==> config.mk <==
export PLATFORM = sky130hd
export DESIGN_NAME = fetch_bundle_issuer
export DESIGN_NICKNAME = d
export VERILOG_FILES = /design/src/rtl/fetch_bundle_issuer.sv
export SDC_FILE = /design/constraint.sdc
export NUM_CORES = 1
export LEC_CHECK = 0
export ABC_AREA = 1
export CAP_MARGIN = 25
export CORE_MARGIN = 10
export CORE_UTILIZATION = 60
export DETAILED_ROUTE_END_ITERATION = 12
export PLACE_DENSITY_LB_ADDON = 0.12
export SLEW_MARGIN = 20
export SYNTH_ARGS = -nofsm -noshare
export SYNTH_HDL_FRONTEND = slang
export SYNTH_SLANG_ARGS = --single-unit
==> constraint.sdc <==
create_clock -name clk -period 16.95 [get_ports clk]
set_input_delay 2.5425 -clock clk [delete_from_list [all_inputs] [get_ports clk]]
set_output_delay 2.5425 -clock clk [all_outputs]
set_load 0.005 [all_outputs]
==> src/rtl/fetch_bundle_issuer.sv <==
// Fetch-side producer: issues sequential line requests to the ICache, queues the
// returned lines and presents predecoded two-lane bundles to the instruction buffer.
module fetch_bundle_issuer #(
   parameter logic [31:0] RESET_PC = 32'hBFC0_0000,
   parameter int          QDEPTH   = 4
) (
   input  logic        clk,
   input  logic        rst,
   input  logic        flush,
   input  logic [31:0] flush_target,
   output logic        req_valid,
   output logic [31:0] req_pc,
   input  logic        req_ready,
   input  logic        resp_valid,
   input  logic [63:0] resp_data,
   input  logic        ib_pause,
   output logic        inst0_valid,
   output logic        inst1_valid,
   output logic [31:0] inst0_pc,
   output logic [31:0] inst1_pc,
   output logic [31:0] inst0_inst,
   output logic [31:0] inst1_inst,
   output logic        inst0_isJ,
   output logic        inst1_isJ,
   output logic        inst0_isBr,
   output logic        inst1_isBr
);
   localparam int            PW        = $clog2(QDEPTH);
   localparam int            NUM_LANES = 2;
   localparam logic [PW+1:0] QD        = (PW+2)'(QDEPTH);
   localparam logic [PW:0]   ONE       = (PW+1)'(1);

   typedef struct packed {
      logic [31:0] pc;
      logic [63:0] data;
   } qEntry_t;

   qEntry_t     queue  [QDEPTH];
   logic [31:0] pcFifo [QDEPTH];
   logic [PW:0] qWr, qRd, fWr, fRd;
   logic [PW:0] outstanding, dropCnt, qCount;
   logic [31:0] pc;
   logic        started;
   logic        qEmpty, qFull, reqFire, push, pop;
   qEntry_t     head;

   assign qCount = qWr - qRd;
   assign qEmpty = (qWr == qRd);
   assign qFull  = (qWr[PW] != qRd[PW]) && (qWr[PW-1:0] == qRd[PW-1:0]);

   // Credits cover both in-flight requests and queued lines, so the queue never overflows.
   assign req_valid = started && !flush && (({1'b0, outstanding} + {1'b0, qCount}) < QD);
   assign req_pc    = pc;
   assign reqFire   = req_valid && req_ready;
   assign push      = resp_valid && !flush && (dropCnt == '0);
   assign pop       = !flush && !qEmpty && !ib_pause;

   always_ff @(posedge clk or posedge rst) begin
      if (rst) begin
         pc          <= RESET_PC;
         started     <= 1'b0;
         outstanding <= '0;
         dropCnt     <= '0;
         qWr         <= '0;
         qRd         <= '0;
         fWr         <= '0;
         fRd         <= '0;
      end else begin
         started     <= 1'b1;
         outstanding <= outstanding + (PW+1)'(reqFire) - (PW+1)'(resp_valid);
         if (flush) begin
            // Everything still in flight belongs to the old path, including a same-cycle response.
            pc      <= flush_target;
            dropCnt <= outstanding - (PW+1)'(resp_valid);
            qWr     <= '0;
            qRd     <= '0;
            fWr     <= '0;
            fRd     <= '0;
         end else begin
            if (reqFire) begin
               pc  <= {pc[31:3], 3'b000} + 32'd8;
               fWr <= fWr + ONE;
            end
            if (resp_valid && (dropCnt != '0))
               dropCnt <= dropCnt - ONE;
            if (push) begin
               qWr <= qWr + ONE;
               fRd <= fRd + ONE;
            end
            if (pop)
               qRd <= qRd + ONE;
         end
      end
   end

   always_ff @(posedge clk) begin
      if (reqFire)
         pcFifo[fWr[PW-1:0]] <= pc;
      if (push)
         queue[qWr[PW-1:0]] <= '{pc: pcFifo[fRd[PW-1:0]], data: resp_data};
   end

   assert property (@(posedge clk) disable iff (rst) !(push && qFull && !pop))
      else $error("response queue overflow");

   logic [NUM_LANES-1:0]       laneValid, laneJ, laneBr;
   logic [NUM_LANES-1:0][31:0] lanePc, laneInst;

   assign head      = queue[qRd[PW-1:0]];
   // A redirect into the upper word of a line leaves lane0 empty.
   assign laneValid = {!qEmpty, !qEmpty && !head.pc[2]};

   generate
      for (genvar i = 0; i < NUM_LANES; i++) begin : gLane
         logic [5:0] op, fn;
         assign lanePc[i]   = (head.pc & 32'hFFFF_FFF8) + 32'(4 * i);
         assign laneInst[i] = head.data[32*i +: 32];
         assign op          = laneInst[i][31:26];
         assign fn          = laneInst[i][5:0];

         always_comb begin
            laneJ[i]  = 1'b0;
            laneBr[i] = 1'b0;
            if (laneValid[i]) begin
               case (op)
                  6'b000000: laneJ[i] = (fn == 6'b001000) || (fn == 6'b001001);
                  6'b000010, 6'b000011: laneJ[i] = 1'b1;
                  6'b000001, 6'b000100, 6'b000101, 6'b000110, 6'b000111: laneBr[i] = 1'b1;
                  default: ;
               endcase
            end
         end
      end
   endgenerate

   assign inst0_valid = laneValid[0];
   assign inst1_valid = laneValid[1];
   assign inst0_pc    = lanePc[0];
   assign inst1_pc    = lanePc[1];
   assign inst0_inst  = laneInst[0];
   assign inst1_inst  = laneInst[1];
   assign inst0_isJ   = laneJ[0];
   assign inst1_isJ   = laneJ[1];
   assign inst0_isBr  = laneBr[0];
   assign inst1_isBr  = laneBr[1];

endmodule

==> metrics list, run 1 <==
- Status: completed
* Startpoint types: input pin
- Count of warnings emitted by yosys: 0
- Worst min-delay path startpoint: req_pc[1]$_DFFE_PP0P_
* Iter 0 DRT Violations: 1161
- Cell area after synthesis: 0.02235 mm²
- Yosys mapped the design onto 34 distinct sky130hd cell types.
* Initial antenna violation count: 0
- For this run the aggregate overflow at the end of global routing stands at 0.
- At the pin with the least slew margin, the transition time is 986.9 ps.
* Number of synthesized flops with an enable pin: 496
* Min-delay worst type: flip-flop to flip-flop
* Synth-to-Final Area Change: 19.73%
- Synthesis produced 1856 cells.
- Input and output buffers added on the ports amount to 262.
- Buffer levels on the longest clock path: 3
- Setup repair after global routing missed its margin: no
- TritonCTS Buffers: 53
- By area the synthesized netlist is led by sky130_fd_sc_hd__edfxtp_1 (67%), sky130_fd_sc_hd__nand2_1 (5.6%), sky130_fd_sc_hd__o21ai_0 (4.9%).
- The tree is rooted in a sky130_fd_sc_hd__clkbuf_16.
- After floorplanning, the core was divided into 70 placement rows.
* Fmax: 0.1420 GHz
- Pin placement for this block handled 269 I/O pins.
- Data arrival at the endpoint of the critical path: 4500 ps
- Category of the critical setup timing path: input pin to output port
* Number of nets in the final layout: 2196
- The die is 213.0 µm tall.
- In the routed layout, each cell is associated on average with a via count of 5.617.
- In this run, post-CTS hold repair placed 0 buffers.
* CTS tree: done
- Launching instance or port of the critical path: flush
- Number of standard cells in the final layout excluding fillers: 2583
- Register area: 0.01614 mm²
- Setup violations remaining at the end of the flow were counted as 0.
* Crit share post-route: 41.56%
- Pin count of the biggest net entering global routing: 108
- Critical path destination: req_valid
* Syn avg cell area: 12.04 µm²
* Commonest cells in the synthesized netlist: sky130_fd_sc_hd__edfxtp_1 (496), sky130_fd_sc_hd__nand2_1 (336), sky130_fd_sc_hd__nor2_1 (268)
- After detailed placement, the design holds a cell count of 2483.
* Width of the die: 213.0 µm
- Of the post-synthesis cell area, the dominant cell type holds 66.64%.
* FF+latch count, synth: 545
- Post-Place Setup Slack: 9899 ps
- Cells with a size suffix above 1 make up 6.200% of the layout.
* Clock insertion delay at the later pin of the skew report: 580 ps
- Pre-Repair DR Iteration Count: 5
* Tightest slew margin relative to the limit: 34.21%
- After layout, the worst setup slack is 9906 ps.
* Wire length per cell: 20.07 µm
* Final number of hold-violating endpoints: 0
* Most numerous cell in the Yosys netlist: sky130_fd_sc_hd__edfxtp_1
* Length in cells of the worst reg-to-reg path: 14
* Remaining antenna violation count: 0
* Vias in the first global route: 14320
- Across the run, the number of max-cap violations was 0.
- For this run, the leading register cell type out of synthesis is sky130_fd_sc_hd__edfxtp_1.
- The worst path needs 7044 ps of the cycle, external delays included.
- Number of setup buffers added after CTS: 0
* Final Max Tran Viols: 0
* Wire length reported by the detailed router: 51840 µm
- Post-cts gate resize count: 0
- Adding up every negative setup slack in the final design gives 0 ps.
- Placed standard-cell area: 0.02504 mm²
- Across every metal layer, demand over resource in global routing totals 22.50%.
- Data required, critical path: 14410 ps
* H-tree levels: 2
- Area of all placed cells without fillers: 0.02676 mm²
* Worst Skew: 19.05 ps
* Number of clock sinks seen by CTS: 545
* Clock-pin slew reported for the worst setup and hold paths after clock tree synthesis: 60 ps
- Dividing total power by cell area gives a power density of 154.2 mW/mm².
* Static power due to leakage: 9.660 nW
- Effective utilization at floorplan: 60.90%
- Start of the worst register-to-register path: qRd[1]$_DFFE_PP0P_
- On the final layout, the worst hold slack is 482.3 ps.
- Final weighted congestion of routability-driven global placement: 0.8919
* DRC violations left: 0
* Die outline area: 0.04537 mm²
* Peak fanout along the critical path: 36
- Total power for the finished layout comes to 4.125 mW.
- The HPWL after detailed placement is 31180 µm.
* Global-route wire length before repair: 79260 µm
- Final core utilization: 72.92%
* Floorplan core area: 0.03670 mm²
- Synth area leader: sky130_fd_sc_hd__edfxtp_1
* Async set or reset register ratio after synthesis: 8.991%
- For this block, the via count after detailed routing is 14510.
- Number of inserted filler cells in the final layout: 2412
* Fraction of the yosys area taken by sequential cells: 72.18%
* Multi-input gate area in the final layout: 0.005147 mm²
- The worst setup path is captured at an output port.
- The worst-case IR drop observed on VDD is 0.09608 mV.
- Worst R2R End: outstanding[2]$_DFF_PP0_
* Register-to-register path setup slack: 13150 ps
worst max-delay path, stage by stage:
cell	delay, ps
sky130_fd_sc_hd__clkdlybuf4s50_1	400
sky130_fd_sc_hd__buf_4	250
sky130_fd_sc_hd__inv_2	430
sky130_fd_sc_hd__nand3b_1	150
sky130_fd_sc_hd__nor2_2	190
sky130_fd_sc_hd__clkdlybuf4s50_1	540
power by group:
part           internal [mW]  switching [mW]  leakage, nW
logic                  0.614           0.733         3.80
clock network          0.640           0.467        0.802
registers               1.59          0.0848         5.06
total                   2.84            1.29         9.66
state kept, by name, indices dropped and copies added, names as in the netlist:
| name | flops |
|---|---|
| fWr | 2 |
| pcFifo | 120 |
| fRd | 2 |
| started | 1 |
| req_pc | 32 |
| qWr | 3 |
| outstanding | 3 |
| dropCnt | 3 |
| qRd | 3 |
| queue | 376 |
worst min-delay path by stage:
stage / endpoint / slack [ps] / cells after the start
floorplan: qWr[2]$_DFFE_PP0P_ / 450 / 1
global placement: req_pc[0]$_DFFE_PP0P_ / 460 / 2
detailed placement: req_pc[0]$_DFFE_PP0P_ / 470 / 2
CTS: req_pc[1]$_DFFE_PP0P_ / 490 / 2
global route: qWr[2]$_DFFE_PP0P_ / 510 / 1
finish: req_pc[1]$_DFFE_PP0P_ / 480 / 2
cell type report:
| cell class | count | share of cell area (%) |
|---|---|---|
| diodes | 2 | 0.01870 |
| clock buffers | 73 | 5.546 |
| clock inverters | 23 | 0.6453 |
| inverters | 97 | 1.379 |
| multi-input cells | 1089 | 19.24 |
| flip-flops and latches | 545 | 60.31 |
| well taps | 468 | 2.188 |
| repair buffers | 286 | 10.67 |
layer usage:
metal | track usage [%] | part of all wire [%]
met5 | 0 | 0
met4 | 7.189 | 2.3
met3 | 4.633 | 8.4
met2 | 37.63 | 49
met1 | 29.01 | 40
cell families after synthesis:
logic type               Yosys count  synth area share, %
buffers and inverters            227                5.050
flip-flops                       545                72.18
AND/OR/NAND/NOR                  716                12.82
other                              2              0.03360
adder cells (fa/ha/maj)           22                1.299
XOR/XNOR                          11               0.4311
AO/OA/AOI/OAI                    333                8.185
cells in the final DEF, fill, tap and decap left out, types with 3 or more instances in the layout:
master,n
sky130_fd_sc_hd__nand3b_1,9
sky130_fd_sc_hd__clkbuf_8,4
sky130_fd_sc_hd__xor2_1,7
sky130_fd_sc_hd__edfxtp_1,496
sky130_fd_sc_hd__nor2_4,4
sky130_fd_sc_hd__o211ai_2,3
sky130_fd_sc_hd__a21oi_1,5
sky130_fd_sc_hd__dfstp_2,9
sky130_fd_sc_hd__o22ai_1,101
sky130_fd_sc_hd__nand4_1,3
sky130_fd_sc_hd__nor2_1,260
sky130_fd_sc_hd__nand3_1,94
sky130_fd_sc_hd__buf_4,21
sky130_fd_sc_hd__o21ai_0,218
sky130_fd_sc_hd__clkinv_1,10
sky130_fd_sc_hd__inv_1,90
sky130_fd_sc_hd__xnor2_1,4
sky130_fd_sc_hd__clkdlybuf4s50_1,262
sky130_fd_sc_hd__clkbuf_1,14
sky130_fd_sc_hd__clkinvlp_4,3
sky130_fd_sc_hd__inv_2,5
sky130_fd_sc_hd__dfrtp_1,38
sky130_fd_sc_hd__ha_1,20
sky130_fd_sc_hd__clkinv_2,6
sky130_fd_sc_hd__clkbuf_16,55
sky130_fd_sc_hd__nand2_1,336
sky130_fd_sc_hd__conb_1,7
sky130_fd_sc_hd__nor2_2,5
sky130_fd_sc_hd__o21bai_1,3
(Power assumes the default switching activity.)
==> run 2, diff against run 1 <==
Settings changed: CORE_UTILIZATION 60 to 50.
Clock period 16.95 ns to 6.1 ns, I/O delays scaled along.
==> metrics list, run 2 (synthesis gave the netlist of run 1 again) <==
- The run finished with clean final reports.
- Static timing analysis puts the maximum clock frequency at 0.2145 GHz.
* Post-cts gate resize count: 0 (unchanged)
* Worst min-delay path startpoint: req_pc[1]$_DFFE_PP0P_
* Standard cell with the maximum stage delay on the critical path: sky130_fd_sc_hd__dfrtp_4
- The sink count of the clock tree came to 545 (unchanged).
* Setup repair after global routing missed its margin: no
- Met1 Wirelength: 23000 µm (+10%)
- Length in cells of the worst reg-to-reg path: 15 (+1)
- Final weighted congestion of routability-driven global placement: 0.8420 (-5.6%)
- The initial standard-cell utilization of the core was 50.54% (-10 points).
- Share of layout cells above drive strength 1: 6.560% (+0.36 points)
* Sequential cell fraction of total power: 40.1% (-0.4 points)
* Data arrival at the endpoint of the critical path: 3750 ps (-750 ps)
- Average via count per standard cell: 5.348 (-4.8%)
* Category of the critical setup timing path: flip-flop to output port
- Number of standard-cell rows in the floorplan: 77 (+10%)
- The peak supply drop is 0.2562 mV (+170%).
- Traced cell by cell, the critical path runs through ha_1, inv_1, fa_1, xor2_1, inv_1, ha_1, nor2_1, o21ai_0, nor2_2, clkdlybuf4s50_1.
- The clock transition at the registers of the reported paths is 60 ps (about the same).
- Total number of vias: 14510 (+0.034%)
* Post-layout total power: 11.71 mW (+180%)
- The part of the power in combinational logic came to 31.6% (-1.1 points).
- Largest register FFs: 376 (unchanged)
- The total power per unit cell area was 431.8 mW/mm² (+180%).
- The overall routing resource usage came to 19.55% (-2.9 points).
- The critical path's largest stage delay is 990 ps (+450 ps).
- The root buffer cell chosen for the clock tree is sky130_fd_sc_hd__clkbuf_16.
- Post-Place Setup Slack: 2047 ps (-7853 ps)
* # setup viols final: 0 (unchanged)
- STA classifies the critical path startpoint as a flip-flop.
- The post-layout instance count excluding filler cells is 2714 (+5.1%).
* Accumulated negative setup slack: 0 ps (unchanged)
- The remaining routing DRC violations came to 0 (unchanged).
* Crit path setup slack, layout: 1439 ps (-8467 ps)
- The total core area came to 0.04422 mm² (+21%).
- The internal power contribution came to 8.071 mW (+180%).
- The number of levels the H-tree was split into was 2 (unchanged).
* Highest signal layer in the routed design: met5
- Register-to-register path setup slack: 2070 ps (-11080 ps)
* Initial antenna violation count: 3 (+3)
* Clock period minus final worst setup slack: 4661 ps
* Total met3 wirelength after detailed routing: 3599 µm (-18%)
- The worst setup path is captured at an output port.
- The post-detailed-placement half-perimeter wirelength came to 33360 µm (+7.0%).
- The count of maximum capacitance violations came to 0 (unchanged).
- Iter 0 DRT Violations: 1169 (+0.69%)
- Worst hold path depth: 2 (unchanged)
- Die outline area: 0.05356 mm² (+18%)
- Static power due to leakage: 9.739 nW (+0.82%)
- Worst hold endpoint: req_pc[1]$_DFFE_PP0P_
* Overflow left after global routing: 0 (unchanged)
- The number of routed nets with antenna violations came to 0 (unchanged).
- Wire length reported by the detailed router: 53930 µm (+4.0%)
* Die Y-Extent: 231.4 µm (+8.7%)
- The measured slew at the worst slew-check pin came to 935.9 ps (-50.98 ps).
- The clock insertion delay at the later pin of the skew report is 590 ps (about the same).
- The per-cell routed wire length came to 19.87 µm (-0.98%).
* Cell Count Post-Placement: 2607 (+5.0%)
- The highest fanout seen on the critical path was 75 (+110%).
- Switching share of power: 31.06% (-0.090 points)
* Top library cells by usage in the layout, fill and taps aside: sky130_fd_sc_hd__edfxtp_1 (496), sky130_fd_sc_hd__nand2_1 (336), sky130_fd_sc_hd__clkdlybuf4s50_1 (262)
- # port buffers: 262 (unchanged)
- Worst Skew: 12.73 ps (-6.321 ps)
- Min-delay worst type: flip-flop to flip-flop
- Pre-Repair DR Iteration Count: 5 (unchanged)
* TritonCTS Buffers: 56 (+5.7%)
- The relative max-transition margin was 37.46% (+3.3 points).
- The count of final hold-check violations is 0 (unchanged).
- The first-pass GRT wire length came to 81890 µm (+3.3%).
- The number of global-route vias before repair is 13980 (-2.4%).
- The clock network fraction of design power came to 28.3% (+1.5 points).
- The top-level port count was 269 (unchanged).
- From synthesis to final layout, the design area changed by 21.31%.
- The required time at the endpoint of the critical path came to 5180 ps (-9230 ps).
- Wire length on met2: 26190 µm (+3.0%)
* Number of inserted filler cells in the final layout: 3442 (+43%)
- Pin count of the biggest net entering global routing: 124 (+15%)
- Fin Hold WS: 476.2 ps (-6.120 ps)
- Net switching component of the power: 3.637 mW (+180%)
- In the finished design, the share of the clock period the worst path needs comes to 76.41%.
- The worst register-to-register path ends at outstanding[2]$_DFF_PP0_.
- Width of the die: 231.4 µm (+8.7%)
- The buffer count from post-CTS setup fixing came to 0 (unchanged).
- TritonCTS built the clock tree.
* Buffer levels on the longest clock path: 3 (unchanged)
* Most common library cell in the layout ignoring fill and taps: sky130_fd_sc_hd__edfxtp_1
- The number of hold-repair buffers added at the cts stage was 0 (unchanged).
- Final Max Tran Viols: 0 (unchanged)
- Number of nets in the final layout: 2199 (+0.14%)
* Start of the worst register-to-register path: qRd[0]$_DFFE_PP0P_
run 2: cell count changes in the layout (fill, tap and decap cells not counted):
cell | previous run | this run
sky130_fd_sc_hd__buf_12 | 1 | 6
sky130_fd_sc_hd__buf_16 | 2 | 1
sky130_fd_sc_hd__buf_4 | 21 | 16
sky130_fd_sc_hd__buf_8 | 0 | 1
sky130_fd_sc_hd__bufinv_16 | 2 | 5
sky130_fd_sc_hd__clkbuf_1 | 14 | 13
sky130_fd_sc_hd__clkbuf_16 | 55 | 57
sky130_fd_sc_hd__clkinv_1 | 10 | 9
sky130_fd_sc_hd__clkinv_2 | 6 | 9
sky130_fd_sc_hd__clkinv_4 | 2 | 1
sky130_fd_sc_hd__dfrtp_2 | 0 | 1
sky130_fd_sc_hd__dfrtp_4 | 2 | 1
sky130_fd_sc_hd__diode_2 | 2 | 3
sky130_fd_sc_hd__inv_6 | 2 | 3
run 2: area by class of cell:
class,instances,area (µm²),share of cell area [%]
Tap cell,592,740.7,2.732
Sequential cell,545,16140,59.52
Antenna cell,3,7.507,0.02769
Inverter,97,369.1,1.361
Multi-Input combinational cell,1089,5147,18.99
Timing Repair Buffer,286,2905,10.72
Clock buffer,74,1530,5.644
Clock inverter,28,274.0,1.011
run 2: through the flow:
step | cell area, µm² | utilization, %
floorplan | 22370 | -
global placement | 25260 | 57.11
detailed placement | 25260 | 57.11
CTS | 27060 | 61.19
global route | 27110 | 61.30
finish | 27110 | 61.31
run 2: critical path, delay by kind of cell (launching register included):
family          cells  cell delay, ps
compound gates      1             100
flops               1             990
buf+inv             3             660
xor+xnor            1             180
fa+ha+maj           3             910
simple gates        2             300
run 2: worst max path at each step:
stage	from	to	slack, ps	cells after the start
after global placement	qRd[0]$_DFFE_PP0P_	req_valid	2110	10
final	qRd[0]$_DFFE_PP0P_	req_valid	1440	10
after CTS	qRd[0]$_DFFE_PP0P_	inst1_inst[15]	1390	5
after detailed placement	qRd[0]$_DFFE_PP0P_	inst1_inst[15]	2050	5
after global routing	qRd[0]$_DFFE_PP0P_	inst0_isJ	1140	10
after floorplan	flush	qWr[2]$_DFFE_PP0P_	120	7
run 2: routing by layer:
| layer | track usage, % | vias up |
|---|---|---|
| li1 | - | 6920 |
| met1 | 26.14 | 7032 |
| met2 | 32.11 | 480 |
| met3 | 3.591 | 80 |
| met4 | 5.858 | 2 |
| met5 | 0 | - |
run 2: power by group through the flow:
stage	logic (mW)	clock network [mW]	registers, mW
finish	3.70	3.31	4.69
global route	4.08	3.53	4.72
CTS	3.78	3.38	4.69
detailed placement	3.76	0	4.76
global placement	3.72	0	4.75
floorplan	2.00	0	4.61
